`src/rtl/adder_tree_pipe.sv`:
```
// Pipelined signed adder tree: sums N_INPUTS words over LOG2N registered levels,
// with optional divide-by-N scaling and WORD_SIZE saturation folded into the last level.
module adder_tree_pipe #(
    parameter int unsigned WORD_SIZE = 16,
    parameter int unsigned N_INPUTS  = 4,
    localparam int unsigned LOG2N    = $clog2(N_INPUTS),
    localparam int unsigned OUT_W    = WORD_SIZE + LOG2N
) (
    input  logic                          i_clk,
    input  logic                          i_rst,
    input  logic                          i_en,
    input  logic                          i_valid,
    input  logic                          i_scale,
    input  logic [N_INPUTS*WORD_SIZE-1:0] i_data,
    output logic                          o_valid,
    output logic signed [OUT_W-1:0]       o_sum,
    output logic [WORD_SIZE-1:0]          o_sat,
    output logic                          o_ovf
);

    localparam int unsigned TOP = LOG2N - 1;

    for (genvar j = 0; j < LOG2N; j++) begin : g_lvl
        localparam int unsigned IW  = WORD_SIZE + j;
        localparam int unsigned CNT = N_INPUTS >> (j + 1);

        logic signed [IW:0] sum_d [CNT];
        logic               v_in;
        logic               s_in;

        if (j == 0) begin : g_src
            assign v_in = i_valid;
            assign s_in = i_scale;
        end else begin : g_src
            assign v_in = g_lvl[j-1].g_reg.valid_q;
            assign s_in = g_lvl[j-1].g_reg.scale_q;
        end

        for (genvar k = 0; k < CNT; k++) begin : g_add
            logic signed [IW-1:0] a;
            logic signed [IW-1:0] b;
            if (j == 0) begin : g_op
                assign a = i_data[2*k*WORD_SIZE +: WORD_SIZE];
                assign b = i_data[(2*k+1)*WORD_SIZE +: WORD_SIZE];
            end else begin : g_op
                assign a = g_lvl[j-1].g_reg.sum_q[2*k];
                assign b = g_lvl[j-1].g_reg.sum_q[2*k+1];
            end
            // One guard bit per level keeps every partial sum exact.
            assign sum_d[k] = {a[IW-1], a} + {b[IW-1], b};
        end

        // The last level registers straight into the output stage below.
        if (j + 1 < LOG2N) begin : g_reg
            logic signed [IW:0] sum_q [CNT];
            logic               valid_q;
            logic               scale_q;

            always_ff @(posedge i_clk or posedge i_rst) begin
                if (i_rst) begin
                    valid_q <= 1'b0;
                    scale_q <= 1'b0;
                    for (int unsigned m = 0; m < CNT; m++) begin
                        sum_q[m] <= '0;
                    end
                end else if (i_en) begin
                    valid_q <= v_in;
                    scale_q <= s_in;
                    sum_q   <= sum_d;
                end
            end
        end
    end

    logic signed [OUT_W-1:0] full_sum;
    logic signed [OUT_W-1:0] res;
    logic [LOG2N:0]          hi_bits;
    logic                    clip;
    logic [WORD_SIZE-1:0]    sat_d;

    assign full_sum = g_lvl[TOP].sum_d[0];
    assign res      = g_lvl[TOP].s_in ? (full_sum >>> LOG2N) : full_sum;

    // Result fits in WORD_SIZE only if all bits from the WORD_SIZE sign bit up agree.
    assign hi_bits = res[OUT_W-1:WORD_SIZE-1];
    assign clip    = !((&hi_bits) || !(|hi_bits));
    assign sat_d   = clip ? {res[OUT_W-1], {(WORD_SIZE-1){~res[OUT_W-1]}}}
                          : res[WORD_SIZE-1:0];

    always_ff @(posedge i_clk or posedge i_rst) begin
        if (i_rst) begin
            o_valid <= 1'b0;
            o_sum   <= '0;
            o_sat   <= '0;
            o_ovf   <= 1'b0;
        end else if (i_en) begin
            o_valid <= g_lvl[TOP].v_in;
            o_sum   <= res;
            o_sat   <= sat_d;
            o_ovf   <= g_lvl[TOP].v_in & clip;
        end
    end

endmodule

```
`config.mk`:
```
export PLATFORM = sky130hd
export DESIGN_NAME = adder_tree_pipe
export DESIGN_NICKNAME = d
export VERILOG_FILES = /design/src/rtl/adder_tree_pipe.sv
export SDC_FILE = /design/constraint.sdc
export NUM_CORES = 1
export LEC_CHECK = 0
export BUFFER_PORTS_ARGS = -buffer_cell sky130_fd_sc_hd__buf_4
export CAP_MARGIN = 20
export CORE_MARGIN = 8
export CORE_UTILIZATION = 45
export DETAILED_ROUTE_END_ITERATION = 7
export GPL_ROUTABILITY_DRIVEN = 0
export GPL_TIMING_DRIVEN = 0
export HOLD_SLACK_MARGIN = 0.12
export PLACE_DENSITY_LB_ADDON = 0.05
export SLEW_MARGIN = 15
export SYNTH_ARGS = -nofsm -noshare
export SYNTH_HDL_FRONTEND = slang
export SYNTH_SLANG_ARGS = --single-unit
```
`constraint.sdc`:
```
create_clock -name i_clk -period 4.6 [get_ports i_clk]
set_input_delay 0.46 -clock i_clk [delete_from_list [all_inputs] [get_ports i_clk]]
set_output_delay 0.46 -clock i_clk [all_outputs]
set_load 0.01 [all_outputs]
```
==> results of run 1 <==
## final timing paths
path | startpoint | end | slack [ns] | depth (start not counted)
worst max-delay path | g_lvl[1].g_add[0].a[3]$_DFFE_PP0P_ | o_sat[10]$_DFFE_PP0P_ | 1.38 | 9
worst min-delay path | i_rst | g_lvl[1].g_add[0].a[16]$_DFFE_PP0P_ | 0.14 | 2
worst max register to register | g_lvl[1].g_add[0].a[3]$_DFFE_PP0P_ | o_sat[10]$_DFFE_PP0P_ | 1.38 | 9
worst min register to register | o_sum[4]$_DFFE_PP0P_ | o_sum[4]$_DFFE_PP0P_ | 0.48 | 1
max in group asynchronous | i_rst | o_sum[9]$_DFFE_PP0P_ | 3.91 | 3
min in group i_clk | i_scale | g_lvl[0].g_reg.scale_q$_DFFE_PP0P_ | 0.35 | 3
## metal layers
metal	vias up	wire [um]	GRT usage, %
li1	2297	-	-
met1	2222	6259	24.19
met2	131	6880	32.03
met3	16	858	3.083
met4	0	225	6.847
met5	-	0	0
## cells by family (layout without fill, tap and decap cells)
| kind of cell | count (synthesis) | after routing | share of synthesized area (%) |
|---|---|---|---|
| AND/OR/NAND/NOR | 138 | 138 | 12.90 |
| AO/OA/AOI/OAI | 181 | 181 | 23.44 |
| buffers and inverters | 44 | 163 | 3.297 |
| multiplexers | 34 | 34 | 7.262 |
| flip-flops | 72 | 72 | 34.40 |
| adder cells (fa/ha/maj) | 52 | 52 | 12.85 |
| XOR/XNOR | 35 | 35 | 5.853 |
## power by group through the flow
stage                     Combinational (W)  Sequential, W  Clock (W)
after floorplan                     0.00111        0.00104          0
after global placement              0.00174       0.000991          0
after detailed placement            0.00177       0.000999          0
after CTS                           0.00178       0.000990   0.000709
after global routing                0.00196        0.00101   0.000739
final                               0.00178       0.000988   0.000694
## sequential cells by signal, indices dropped and copies added (netlist names)
signal	cells
g_lvl.g_add.a	17
g_lvl.g_add.b	17
g_lvl.g_reg.scale_q	1
g_lvl.g_reg.valid_q	1
o_ovf	1
o_sat	16
o_sum	18
o_valid	1
## layout by cell type, fill, tap and decap left out, types with 6 or more instances in the layout
cell and count:
inv_1 21, a211oi_1 13, nor2_1 41, xnor2_1 25, dfrtp_1 72, o21bai_1 6
o211ai_1 6, nand3_1 12, clkbuf_16 9, nor3_1 10, clkbuf_1 15, a21oi_1 43
a31oi_1 11, nand2_1 33, xor2_1 10, and3_1 6, a21o_1 17, ha_1 49
o21ai_0 30, buf_4 103, nor2b_1 11, o21a_1 10, mux2_2 32
## worst register-to-register path: stages, from the launching register on
cell	delay, ns
dfrtp_1	0.39
ha_1	0.39
o211ai_1	0.13
o21bai_1	0.21
a31o_2	0.23
nand4b_1	0.11
a22oi_1	0.61
nand2_1	0.28
a211oi_2	0.61
a311o_1	0.21
## cells in the mapped netlist, drive strengths merged, types with 6 or more instances
cell / number
a211o: 6
a211oi: 14
a21o: 17
a21oi: 43
a31oi: 11
and3: 6
buf: 6
clkbuf: 15
dfrtp: 72
ha: 49
inv: 23
mux2: 32
nand2: 33
nand3: 13
nor2: 41
nor2b: 11
nor3: 10
o211ai: 6
o21a: 10
o21ai: 31
o21bai: 6
xnor2: 25
xor2: 10
## through the flow
step	hold WS, ns	setup slack (ns)	power [W]
after floorplan	0.4557	1.856	0.002147
after global placement	0.4627	1.408	0.002729
after detailed placement	0.4710	1.475	0.002765
after CTS	0.1577	1.433	0.003478
after global routing	0.1703	1.110	0.003714
final	0.1412	1.375	0.003461
## layout make-up
cell class / instances / share of cell area (%)
Clock inverter: 6 / 1.096
Inverter: 23 / 1.365
Timing Repair Buffer: 104 / 12.19
Sequential cell: 72 / 27.68
Clock buffer: 9 / 3.460
Multi-Input combinational cell: 440 / 50.13
Buffer: 21 / 1.326
Tap cell: 143 / 2.749
==> flow_summary_export.csv, run 1 <==
group,metric,value,unit
final_layout,area_delta_synth_final,24.27,%
global_route,overflow,0,
drt,first_iter_violations,303,
cts,postCtsSetupBuffers,0,
cts,cts_tree,"yes",
final_layout,multi_input_area,3263,um^2
floorplan,rows,39,
cts,cts_sinks,72,
cts,clockBufferDepth,2,
sta,hold_viol_final,0,
floorplan,start_util,46.07,%
drt,dr.pass1.iters,4,
placed_design,place_inst,803,
cts,cts-root-buf,"clkbuf_16",
drt,wl_per_cell,17.39,um
setup_path,worstPathArrival,3.49,ns
sta,fin_skew,0.005294,ns
sta,drv_slew,0,
sta,tightest_slew,0.7734,ns
power_and_ir_drop,total_leakage_power,3.034,nW
final_layout,drive_above_1_share,24.00,%
drt,routed_via_density,5.704,
drt,drcViolationCount,0,
drt,num_vias,4666,
power_and_ir_drop,p_clk_share,20.1,%
logic_synthesis,yosys.area.top_type_share,34.40,%
setup_path,crit_required,4.87,ns
cts,htree_levels,3,
min_path,min_path_type,"primary input to async pin",
sta,period_share,70.10,%
final_layout,fillers,1057,
floorplan,die_w,123.9,um
drt,final_antenna_net_count,0,
sta,relSlewSlack,48.44,%
global_route,grt_max_degree,41,
placed_design,place_hpwl,11270,um
global_route,grt_pass1_wl,22890,um
logic_synthesis,synth-edff-count,0,
sta,finalSetupTns,0,ns
floorplan,fp.dieH,123.9,um
logic_synthesis,synth_cell_types,57,
power_and_ir_drop,p_sw_share,39.65,%
setup_path,critical_path.top_delay_family,"compound AO/OA/AOI/OAI gates",
logic_synthesis,syn_nets,677,
cts,holdBufCountCts,0,
power_and_ir_drop,power_switching,0.001372,W
cts,path_clk_slew,0.06,ns
floorplan,core_area,11370,um^2
setup_path,path_class,"register to register",
global_route,grt_pass1_vias,4655,
final_layout,final_core_util,57.25,%
logic_synthesis,avgSynthCellArea,9.420,um^2
global_route,grtUsageTotal,19.04,%
sta,timing.fmax,0.3101,GHz
setup_path,critPathSlowestCell,"a22oi_1",
final_layout,nets,792,
logic_synthesis,ys_seq_area_share,34.40,%
setup_path,cp_max_fo,10,
floorplan,die_area,15350,um^2
sta,min_period,3.225,ns
final_layout,ff_latch_area,1802,um^2
global_route,antenna_found_initial,0,
cts,post_cts_resized,0,
logic_synthesis,syn_inst,556,
logic_synthesis,yosys-top-cells-area,"dfrtp_1 34%, ha_1 12%, mux2_2 6.9%",
power_and_ir_drop,p_per_area,531.7,nW/um^2
setup_path,critPathBufInv,0,
final_layout,antenna_cells,0,
sta,setup_violations,0,
setup_path,end_kind,"register",
cts,cts_inserted_buffers,9,
logic_synthesis,ys.flop_type,"dfrtp_1",
logic_synthesis,synthesis.area,5238,um^2
placed_design,portBuffers,103,
final_layout,stdcell_area,6509,um^2
setup_path,slowest_delay,0.61,ns
logic_synthesis,async_flop_share,100.0,%
logic_synthesis,ys_warn_count,0,
run_status,status,"finished clean",
drt,wirelength,14220,um
setup_path,start_kind,"register",
floorplan,boundaryPins,105,
setup_path,path_cells,"ha_1 -> o211ai_1 -> o21bai_1 -> a31o_2 -> nand4b_1 -> a22oi_1 -> nand2_1 -> a211oi_2 -> a311o_1",
final_layout,final_cells,818,
flow_run,cap_violations,0,
power_and_ir_drop,irDropWorstVdd,0.0002844,V
power_and_ir_drop,combinationalPowerShare,51.4,%
power_and_ir_drop,p_int,0.002089,W
logic_synthesis,ys_seq_elements,72,
cts,insertion_delay,0.33,ns
placed_design,post_dp_cell_area,6212,um^2
sta,rsz0062_at_grt,"no",
logic_synthesis,yosys.area.top_type,"dfrtp_1",
power_and_ir_drop,p_seq_share,28.5,%
Power figures use the tool's default switching activity.
==> inputs of run 2 (changes only) <==
==> constraint.sdc (replaced) <==
create_clock -name i_clk -period 3.3 [get_ports i_clk]
set_input_delay 0.33 -clock i_clk [delete_from_list [all_inputs] [get_ports i_clk]]
set_output_delay 0.33 -clock i_clk [all_outputs]
set_load 0.01 [all_outputs]
==> run 2 against run 1 <==
- maximum frequency rose by 1.8%
- hold slack improved by 0.076 ns
- sequential share of layout area fell by 0.085 points
- largest power group unchanged
- clock-buffer cell count did not move
- worst setup slack got worse by 1.2 ns
- critical path depth did not move
- combinational power rose by 40%
- clock skew barely moved
- clock power rose by 40%
==> flow_summary_export.csv, run 2 (synthesis results as in run 1) <==
group,metric,value,unit
sta,relSlewSlack,43.95,%
final_layout,area_delta_synth_final,24.65,%
sta,finalSetupTns,0,ns
setup_path,cp_max_fo,9,
sta,hold_viol_final,0,
cts,postCtsSetupBuffers,0,
sta,tightest_slew,0.8407,ns
run_status,status,"finished clean",
drt,wirelength,14340,um
drt,first_iter_violations,326,
cts,cts_sinks,72,
cts,clockBufferDepth,2,
sta,drv_slew,0,
power_and_ir_drop,p_per_area,741.3,nW/um^2
final_layout,final_common_cell,"buf_4",
drt,num_vias,4665,
drt,drcViolationCount,0,
final_layout,drive_above_1_share,24.26,%
global_route,grt_pass1_vias,4655,
final_layout,antenna_cells,0,
setup_path,path_class,"register to register",
setup_path,start_kind,"register",
global_route,antenna_found_initial,0,
setup_path,end_kind,"register",
drt,wl_per_cell,17.50,um
floorplan,fp.dieH,123.9,um
drt,dr.pass1.iters,5,
floorplan,boundaryPins,105,
setup_path,worstPathArrival,3.39,ns
placed_design,place_hpwl,11270,um
cts,insertion_delay,0.33,ns
final_layout,nets,793,
global_route,overflow,0,
sta,setup_violations,0,
cts,htree_levels,3,
sta,timing.fmax,0.3156,GHz
final_layout,regMostFlops,"o_sum",
floorplan,rows,39,
cts,cts_inserted_buffers,9,
power_and_ir_drop,total_leakage_power,3.040,nW
sta,period_share,96.03,%
global_route,grt_pass1_wl,22890,um
setup_path,crit_required,3.52,ns
flow_run,cap_violations,0,
drt,final_antenna_net_count,0,
global_route,grt_max_degree,41,
floorplan,core_area,11370,um^2
floorplan,die_area,15350,um^2
final_layout,final_cell_mix,"103 x buf_4, 72 x dfrtp_1, 49 x ha_1",
min_path,min_path_type,"primary input to register",
power_and_ir_drop,irDropWorstVdd,0.0003956,V
sta,fin_skew,0.005414,ns
cts,cts_tree,"yes",
cts,path_clk_slew,0.06,ns
drt,routed_via_density,5.696,
floorplan,start_util,46.07,%
final_layout,largest_reg_flops,18,
floorplan,die_w,123.9,um
placed_design,portBuffers,103,
cts,cts-root-buf,"clkbuf_16",
sta,rsz0062_at_grt,"no",
sta,min_period,3.169,ns
power_and_ir_drop,finalPower,0.004840,W
global_route,grtUsageTotal,19.04,%
final_layout,fillers,1059,
==> run 2: cell types whose count changed in the layout (fill, tap and decap cells not counted) <==
cell,before,now
a211oi_2,1,2
a22oi_1,2,1
dlygate4sd3_1,0,1
a211oi_1,13,12
a22oi_2,0,1
==> run 2: worst paths after layout <==
kind | start | to | slack [ns] | cells after the start
min in group asynchronous | i_rst | g_lvl[1].g_add[0].a[16]$_DFFE_PP0P_ | 0.57 | 3
setup / recovery | g_lvl[1].g_add[0].a[4]$_DFFE_PP0P_ | o_sat[2]$_DFFE_PP0P_ | 0.13 | 9
max in group asynchronous | i_rst | o_sum[9]$_DFFE_PP0P_ | 2.18 | 4
hold / removal | i_scale | g_lvl[0].g_reg.scale_q$_DFFE_PP0P_ | 0.22 | 3
hold reg to reg | o_sum[4]$_DFFE_PP0P_ | o_sum[4]$_DFFE_PP0P_ | 0.48 | 1
setup reg to reg | g_lvl[1].g_add[0].a[4]$_DFFE_PP0P_ | o_sat[2]$_DFFE_PP0P_ | 0.13 | 9
==> run 2: cell type report <==
type / instances / area, um^2 / area share (%)
well taps: 143 / 178.9 / 2.741
clock inverters: 6 / 71.32 / 1.092
multi-input cells: 440 / 3273 / 50.13
inverters: 23 / 88.84 / 1.361
plain buffers: 21 / 86.33 / 1.322
repair buffers: 105 / 803.3 / 12.30
flip-flops and latches: 72 / 1802 / 27.60
clock buffers: 9 / 225.2 / 3.450
==> run 2: per-stage QoR <==
stage                     instance area [um^2]  cells  utilization, %  worst slack [ns]  hold WS, ns
final                                     6529    819           57.42            0.1311       0.2175
after global routing                      6529    819           57.42          0.005128       0.2222
after CTS                                 6519    819           57.33            0.1327       0.2192
after detailed placement                  6212    803           54.64            0.1748       0.3747
after global placement                    6190    802           54.44            0.1817       0.4627
after floorplan                           5238    556               -            0.5564       0.4510
==> run 2: power by group <==
| part | internal [W] | leakage [nW] | switching [W] |
|---|---|---|---|
| combinational | 0.00114 | 2.06 | 0.00135 |
| clock | 0.000584 | 0.138 | 0.000387 |
| sequential | 0.00119 | 0.844 | 0.000186 |
| total | 0.00292 | 3.04 | 0.00192 |
==> run 2: routing by layer <==
| layer | GRT usage, % | vias up | routed length, um |
|---|---|---|---|
| met2 | 32.03 | 127 | 6931 |
| met1 | 24.22 | 2223 | 6356 |
| met4 | 6.847 | 0 | 252 |
| met5 | 0 | - | 0 |
| met3 | 3.037 | 19 | 794 |
| li1 | - | 2296 | - |
==> run 2: critical path, cell delays in order (launching register included) <==
cell,delay (ns)
dfrtp_1,0.38
ha_1,0.37
a2111o_1,0.41
o21bai_1,0.19
nor4b_1,0.18
o21ai_0,0.43
a211oi_2,0.19
a211o_2,0.47
and3_1,0.20
a211o_1,0.22
==> run 2: timing repair <==
item                                    4_1_cts  5_1_grt
hold buffers                                  1        0
endpoints found under the setup margin        0        9
endpoints found under the hold margin        32        0
resized for setup                             0        2
